===== config.mk =====
export PLATFORM = sky130hd
export DESIGN_NAME = axi3_wid_tracker
export DESIGN_NICKNAME = d
export VERILOG_FILES = /design/src/rtl/axi3_wid_tracker.sv
export SDC_FILE = /design/constraint.sdc
export NUM_CORES = 1
export LEC_CHECK = 0
export CORE_ASPECT_RATIO = 0.7
export CORE_MARGIN = 1
export CORE_UTILIZATION = 53
export DETAILED_ROUTE_END_ITERATION = 12
export PLACE_DENSITY = 0.78
export SKIP_CTS_REPAIR_TIMING = 1
export SLEW_MARGIN = 40
export SYNTH_ARGS = -nofsm -noshare
export SYNTH_HDL_FRONTEND = slang
export SYNTH_SLANG_ARGS = --single-unit

===== constraint.sdc =====
create_clock -name per_clk -period 2.55 [get_ports per_clk]
set_input_delay 0.6375 -clock per_clk [delete_from_list [all_inputs] [get_ports per_clk]]
set_output_delay 0.6375 -clock per_clk [all_outputs]
set_load 0.02 [all_outputs]

===== src/rtl/axi3_wid_tracker.sv =====
// -----------------------------------------------------------------------------
// axi3_wid_tracker
//
// Supplies the AXI3 WID for each write burst crossing from the BIU to the
// system bus. Accepted AW IDs are queued in order. The head of the queue is
// the WID for the burst currently on W. The queue is popped when the last
// beat of that burst is accepted.
//
// The block gates the handshakes in two ways:
//   - AW is held off while the queue is full.
//   - W is held off until an ID is known. The ID comes from the queue head.
//     With BYPASS_EN=1 it can also come from an AW accepted in the same
//     cycle while the queue is empty.
//
// Handshake semantics (both channels): a transfer happens on a rising edge of
// per_clk when valid and ready are both high. valid never depends on ready on
// the same side. The pass-through gating here is purely combinational, so
// neither channel adds latency. All state changes take effect on the next
// edge.
//
// Ports:
//   per_clk, per_rst       clock; synchronous active-high reset
//   s_awid/s_awvalid/s_awready   AW from/to BIU
//   m_awvalid/m_awready    AW to/from bus
//   s_wvalid/s_wlast/s_wready    W from/to BIU
//   m_wvalid/m_wready/m_wid      W to/from bus, with generated WID
//   outstanding            number of IDs currently queued
//   err_burst              sticky: a burst ran past MAX_BEATS beats
// -----------------------------------------------------------------------------
module axi3_wid_tracker #(
   parameter int ID_W      = 8,
   parameter int DEPTH     = 4,
   parameter int BYPASS_EN = 1,
   parameter int MAX_BEATS = 16
) (
   input  logic                       per_clk,
   input  logic                       per_rst,
   input  logic [ID_W-1:0]            s_awid,
   input  logic                       s_awvalid,
   output logic                       s_awready,
   output logic                       m_awvalid,
   input  logic                       m_awready,
   input  logic                       s_wvalid,
   input  logic                       s_wlast,
   output logic                       s_wready,
   output logic                       m_wvalid,
   input  logic                       m_wready,
   output logic [ID_W-1:0]            m_wid,
   output logic [$clog2(DEPTH+1)-1:0] outstanding,
   output logic                       err_burst
);

   localparam int   PTR_W  = $clog2(DEPTH);
   localparam int   CNT_W  = $clog2(DEPTH+1);
   localparam int   BEAT_W = $clog2(MAX_BEATS+1);
   localparam logic BYP    = (BYPASS_EN != 0);

   logic [ID_W-1:0]   id_mem [DEPTH];
   logic [PTR_W-1:0]  wr_ptr;
   logic [PTR_W-1:0]  rd_ptr;
   logic [CNT_W-1:0]  count;
   logic [BEAT_W-1:0] beat_cnt;

   logic full;
   logic empty;
   logic aw_fire;
   logic wid_avail;
   logic w_fire;
   logic bypass_done;
   logic push;
   logic pop;

   // full/empty are decoded from the registered count only. This keeps a
   // pop from opening AW in the same cycle.
   assign full  = (count == CNT_W'(DEPTH));
   assign empty = (count == '0);

   assign aw_fire   = s_awvalid & m_awready & ~full;
   assign m_awvalid = s_awvalid & ~full;
   assign s_awready = m_awready & ~full;

   // With an empty queue, the only possible source of an ID is an AW being
   // accepted right now, and only when bypass is enabled.
   assign wid_avail = ~empty | (BYP & aw_fire);
   assign m_wvalid  = s_wvalid & wid_avail;
   assign s_wready  = m_wready & wid_avail;
   assign w_fire    = s_wvalid & m_wready & wid_avail;

   assign m_wid = empty ? s_awid : id_mem[rd_ptr];

   // A single-beat burst fully consumed in bypass never enters the queue.
   // For a multi-beat bypass the ID is pushed, so the entry becomes the head
   // for the remaining beats.
   assign bypass_done = empty & aw_fire & w_fire & s_wlast;
   assign push        = aw_fire & ~bypass_done;
   assign pop         = w_fire & s_wlast & ~empty;

   assign outstanding = count;

   // ID storage has no reset. Entries are only read once count covers them.
   always_ff @(posedge per_clk) begin
      if (push) begin
         id_mem[wr_ptr] <= s_awid;
      end
   end

   always_ff @(posedge per_clk) begin
      if (per_rst) begin
         wr_ptr <= '0;
         rd_ptr <= '0;
         count  <= '0;
      end else begin
         if (push) begin
            wr_ptr <= wr_ptr + PTR_W'(1);
         end
         if (pop) begin
            rd_ptr <= rd_ptr + PTR_W'(1);
         end
         case ({push, pop})
            2'b10:   count <= count + CNT_W'(1);
            2'b01:   count <= count - CNT_W'(1);
            default: count <= count;
         endcase
      end
   end

   // The beat counter holds the number of beats already sent in the current
   // burst. When the beat that would be beat MAX_BEATS is also not last, the
   // burst is over-long. The counter then saturates, and WID tracking carries
   // on unaffected.
   always_ff @(posedge per_clk) begin
      if (per_rst) begin
         beat_cnt  <= '0;
         err_burst <= 1'b0;
      end else if (w_fire) begin
         if (s_wlast) begin
            beat_cnt <= '0;
         end else begin
            if (beat_cnt == BEAT_W'(MAX_BEATS-1)) begin
               err_burst <= 1'b1;
            end
            if (beat_cnt != BEAT_W'(MAX_BEATS)) begin
               beat_cnt <= beat_cnt + BEAT_W'(1);
            end
         end
      end
   end

endmodule


Yosys cells after proc, flatten, opt, wreduce, memory -nomap -nowiden

Memory sizes are Yosys's and may differ from the RTL's. A register that Yosys moved wholly into a read port is not among the register bits.
Index checks and enable logic that the tools add are counted.
Widths: inputs -> output; s select.

Flip-flop bits (word level): 13
RAM bits: 32
Output and inout bits: 16
Word-level logic and storage cells: 48
Memories kept: 1

Add/sub/neg operators: 5
Equal/unequal tests: 5
Mux-type cells: 8
Bitwise gates (word level): 19
Reduce and logical (&&, ||, !) cells: 5

Memories:

| memory | depth | width | rd ports | clocked after memory_dff | write ports | RTL line | RTL |
|---|---|---|---|---|---|---|---|
| id_mem | 4     | 8     | 1        | 1                        | 1           | 58       | `logic [ID_W-1:0] id_mem [DEPTH];` |

Operators with widths:

| operator            | number |
|---|---|
| $and 1x1->1         | 14 |
| $mux 5              | 2 |
| $mux 8              | 1 |
| $pmux 3 s2          | 1 |
| $add 5x1->5 const B | 1 |
| $eq 5x4->1 const B  | 1 |
| $ne 5x5->1 const B  | 1 |
| $add 2x1->2 const B | 2 |
| $mux 2              | 2 |
| $not 1->1           | 4 |
| $reduce_bool 2->1   | 2 |
| $add 3x1->3 const B | 1 |
| $eq 3x3->1 const B  | 1 |
| $logic_not 3->1     | 1 |
| $reduce_and 3->1    | 1 |
| $sub 3x1->3 const B | 1 |
| $eq 2x1->1 const B  | 1 |
| $eq 2x2->1 const B  | 1 |
| $mux 1              | 2 |
| $reduce_and 2->1    | 1 |
| $or 1x1->1          | 1 |

Depth between registers and ports, before layout

Word-level depth: 11
Depth in mapped cells: 10
Mapped depth without buffers: 9

Least setup slack after synthesis

No wires, ideal clock.

Kind: input to register
From: in s_wvalid
To: reg count[2] (netlist: outstanding[2])
Arrival time: 2.302 ns
Required time: 2.479 ns
Path slack: 0.178 ns
Cell stages on the path: 9
Cell sequence: a31oi_1 o311a_2 inv_1 ha_1 inv_1 fa_1 xor2_1 or3_1 a21oi_1

Word-level cells in the longest chain between the ends: 8

Ends and longest elaborated chain:

| item                                            | RTL line | RTL |
|---|---|---|
| from (decl)                                     | 43       | `input logic s_wvalid,` |
| $and 1x1->1 (*) (2 in a row)                    | 87       | `assign w_fire = s_wvalid & m_wready & wid_avail;` |
| $and 1x1->1 (2 in a row)                        | 94       | `assign bypass_done = empty & aw_fire & w_fire & s_wlast;` |
| $not 1->1                                       | 95       | `assign push = aw_fire & ~bypass_done;` |
| $and 1x1->1                                     | 95       |  |
| $eq 2x1->1 or $eq 2x2->1 (tied branches)        | 119      | `case ({push, pop})` |
| $pmux 3 s2 or $reduce_bool 2->1 (tied branches) | --       |  |
| to (signal assigned)                            | 120      | `2'b10: count <= count + CNT_W'(1);` |
| to (signal assigned)                            | 121      | `2'b01: count <= count - CNT_W'(1);` |
| to (signal assigned)                            | 122      | `default: count <= count;` |
| to (decl)                                       | 61       | `logic [CNT_W-1:0] count;` |

Mark *: on every way between the ends. The rest lies on a longest branch, timed or not.
A chain may end at the register's enable or synchronous reset.

==> summary.md <==
| Metric | Value |
|---|---|
| Synth area leader | `edfxtp_1` |
| DRC | `0` |
| Layout area overhead | `32.64%` |
| Startpoint Class | `register` |
| Core box area | `0.003694 sq mm` |
| Die Y | `55.30 microns` |
| Part of the cycle the worst path needs | `0.9530` |
| Final hold slack | `0.4940 ns` |
| Post-synthesis compound-gate area fraction | `0.07621` |
| Max frequency | `411.5 MHz` |
| CTS tree | `yes` |
| Unique masters post-synth | `37` |
| Violation count after the first detailed-route iteration | `60` |
| Type of the most critical hold path | `register to register` |
| Mux contribution to synthesized area | `0.1553` |
| Number of synthesized flops with an enable pin | `32` |
| Vias | `1,444` |
| Mapped Area | `0.002151 sq mm` |
| Gr usage total | `0.2294` |
| Vias in the first global route | `1,582` |
| Post-detail-place hpwl | `3.254 mm` |
| Post-synth top area share | `0.4468` |
| Relative slew margins | `0.6431` |
| Slew Viols, Final | `0` |
| RSZ-0062 raised after global routing | `false` |
| Critical path endpoint category | `primary output` |
| DP Area | `0.002700 sq mm` |
| Drt total wl | `4.366 mm` |
| Critical path fanouts, max | `8` |
| Syn_nets | `175` |
| Post-Route Utilization | `0.7724` |
| Fin crit period | `2.430 ns` |
| Worst slack at placement | `-0.4818 ns` |
| Ratio of cells with drive above 1 in the final layout | `0.2844` |
| Fin area | `0.002853 sq mm` |
| Rows | `18` |
| Final hold vios | `0` |
| Post-route setup slack | `0.1199 ns` |
| DR vias/cell | `5.533` |
| Width of the die | `78.14 microns` |
| Global route overflow | `0` |
| PD cells | `583.6 mW/mm^2` |
| Post-synth ARST share | `0` |
| Cells after DPL | `253` |
| Setup TNS | `0 ns` |
| Sequential share of the synthesized area | `0.5864` |
| Synth top area cells | `edfxtp_1, dfxtp_1, mux4_2` |
| Combinational family with the most area after synthesis | `multiplexers` |
| ANT cells | `0` |
| Final Instance Count excl. Fillers | `261` |
| Clock sinks | `47` |
| Clock transition at the registers of the reported paths | `0.09 ns` |
| Skew final | `0.009559 ns` |
| Clock root cell | `clkbuf_8` |
| Synth Area in Simple Gates | `0.08202` |
| Tightest Pin Transition | `0.5337 ns` |
| Max rail drop VDD | `499.4 uV` |
| Yosys warns | `0` |
| Switching Share | `0.2365` |
| Die area | `0.004321 sq mm` |
| Combinational share of power | `0.172` |
| Critical path type | `register to primary output` |
| Adder-cell share of the synthesized area | `0.05585` |
| IO Pins | `31` |
| Post-route ant nets | `0` |
| Initial antenna violation count | `0` |
| Mean cell area of the mapped netlist | `14.24 sq um` |
| Register bit total from synthesis | `47` |
| Finish-stage setup viols | `0` |
| Number of buffers created by CTS | `5` |
| Max clock buf depth | `2` |
| Avg WL per Cell | `16.73 microns` |
| H-tree depth | `2` |
| Total power | `1.665 mW` |
| Clk_lat worst skew | `0.30 ns` |
| Largest net degree at the start of global routing | `16` |
| Nets | `234` |
| Status | `finished, final reports clean` |
| Seq pwr share | `0.504` |
| Main synth FF type | `edfxtp_1` |
| Port bufs | `30` |
| Leakage power | `1.135 nW` |
| Global-route wire length before repair | `7.314 mm` |
| Clock power share | `0.324` |
| GPL Wtd Cong | `0.8105` |
| Worst EP arrival | `1.79 ns` |
| P_sw | `393.8 uW` |
| Max cap viols | `0` |
| Pint | `1.271 mW` |
| XOR/XNOR share of the synthesized area | `0.008144` |
| Initial Utilization | `0.5823` |
| DR pass1 iterations | `4` |
| Cells after synthesis | `151` |
| Critical Path RT | `1.91 ns` |
[final cells by class]
type | count | area [sq um]
multi-input cells | 86 | 822.0
inverters | 13 | 48.80
clock buffers | 5 | 68.82
fillers | 222 | 840.8
flip-flops and latches | 47 | 1261
clock inverters | 3 | 43.79
repair buffers | 57 | 545.5
well taps | 50 | 62.56
[routing by layer]
| layer | part of all wire | vias up | track usage |
|---|---|---|---|
| li1 | - | 682 | - |
| met1 | 0.43 | 699 | 0.2933 |
| met2 | 0.50 | 55 | 0.3797 |
| met3 | 0.061 | 8 | 0.04959 |
| met4 | 0.011 | 0 | 0.09788 |
| met5 | 0 | - | 0 |
[power by group through the flow]
stage | registers (mW) | logic (mW) | clock network, mW
after CTS | 0.840 | 0.295 | 0.546
after global placement | 0.855 | 0.281 | 0
final | 0.839 | 0.287 | 0.539
after detailed placement | 0.857 | 0.293 | 0
after floorplan | 0.861 | 0.144 | 0
after global routing | 0.841 | 0.310 | 0.577
[critical path: stages, from the launching register on]
cell            delay [ns]
dfxtp_1               0.36
buf_12                0.15
mux4_2                0.51
mux2_2                0.27
dlymetal6s2s_1        0.21
[path summary, 6_finish.rpt]
check / depth (start not counted) / endpoint / startpoint / slack, ns
worst max-delay path: 4 / m_wid[1] / register / 0.12
worst min-delay path: 1 / err_burst$_SDFFE_PP0P_ / err_burst$_SDFFE_PP0P_ / 0.49
worst min register to register: 1 / err_burst$_SDFFE_PP0P_ / err_burst$_SDFFE_PP0P_ / 0.49
worst max register to register: 10 / outstanding[2]$_SDFFE_PP0P_ / outstanding[2]$_SDFFE_PP0P_ / 0.19
[synthesized netlist by cell type (all sizes together), types with 3 or more instances]
cell type,n
buf,4
ha,8
nand2,4
o21ai,3
dfxtp,15
a21oi,6
mux2,11
nor3,3
mux4,8
mux2i,3
and2,4
nor2,9
edfxtp,32
inv,13
[placed cells by master, fill, tap and decap left out, drive strengths merged, types with 4 or more instances in the layout]
| cell type | instances |
|---|---|
| dfxtp | 15 |
| nand2 | 4 |
| ha | 8 |
| clkbuf | 6 |
| and2 | 4 |
| edfxtp | 32 |
| dlymetal6s2s | 14 |
| clkdlybuf4s50 | 15 |
| inv | 13 |
| buf | 27 |
| mux2 | 11 |
| nor2 | 9 |
| a21oi | 6 |
| mux4 | 8 |
[registers in the layout, indices dropped and copies added, names as in the netlist, named ones only]
| register | cells |
|---|---|
| id_mem | 32 |
| err_burst | 1 |
| outstanding | 3 |
| rd_ptr | 2 |
| wr_ptr | 2 |
| beat_cnt | 5 |
[cell families (layout without fill, tap and decap cells)]
logic type	Yosys count	count (layout)
flops	47	47
buf+inv	18	78
xor+xnor	2	2
mux	22	22
fa+ha+maj	9	9
simple gates	32	32
compound gates	21	21
Power figures use the tool's default switching activity.
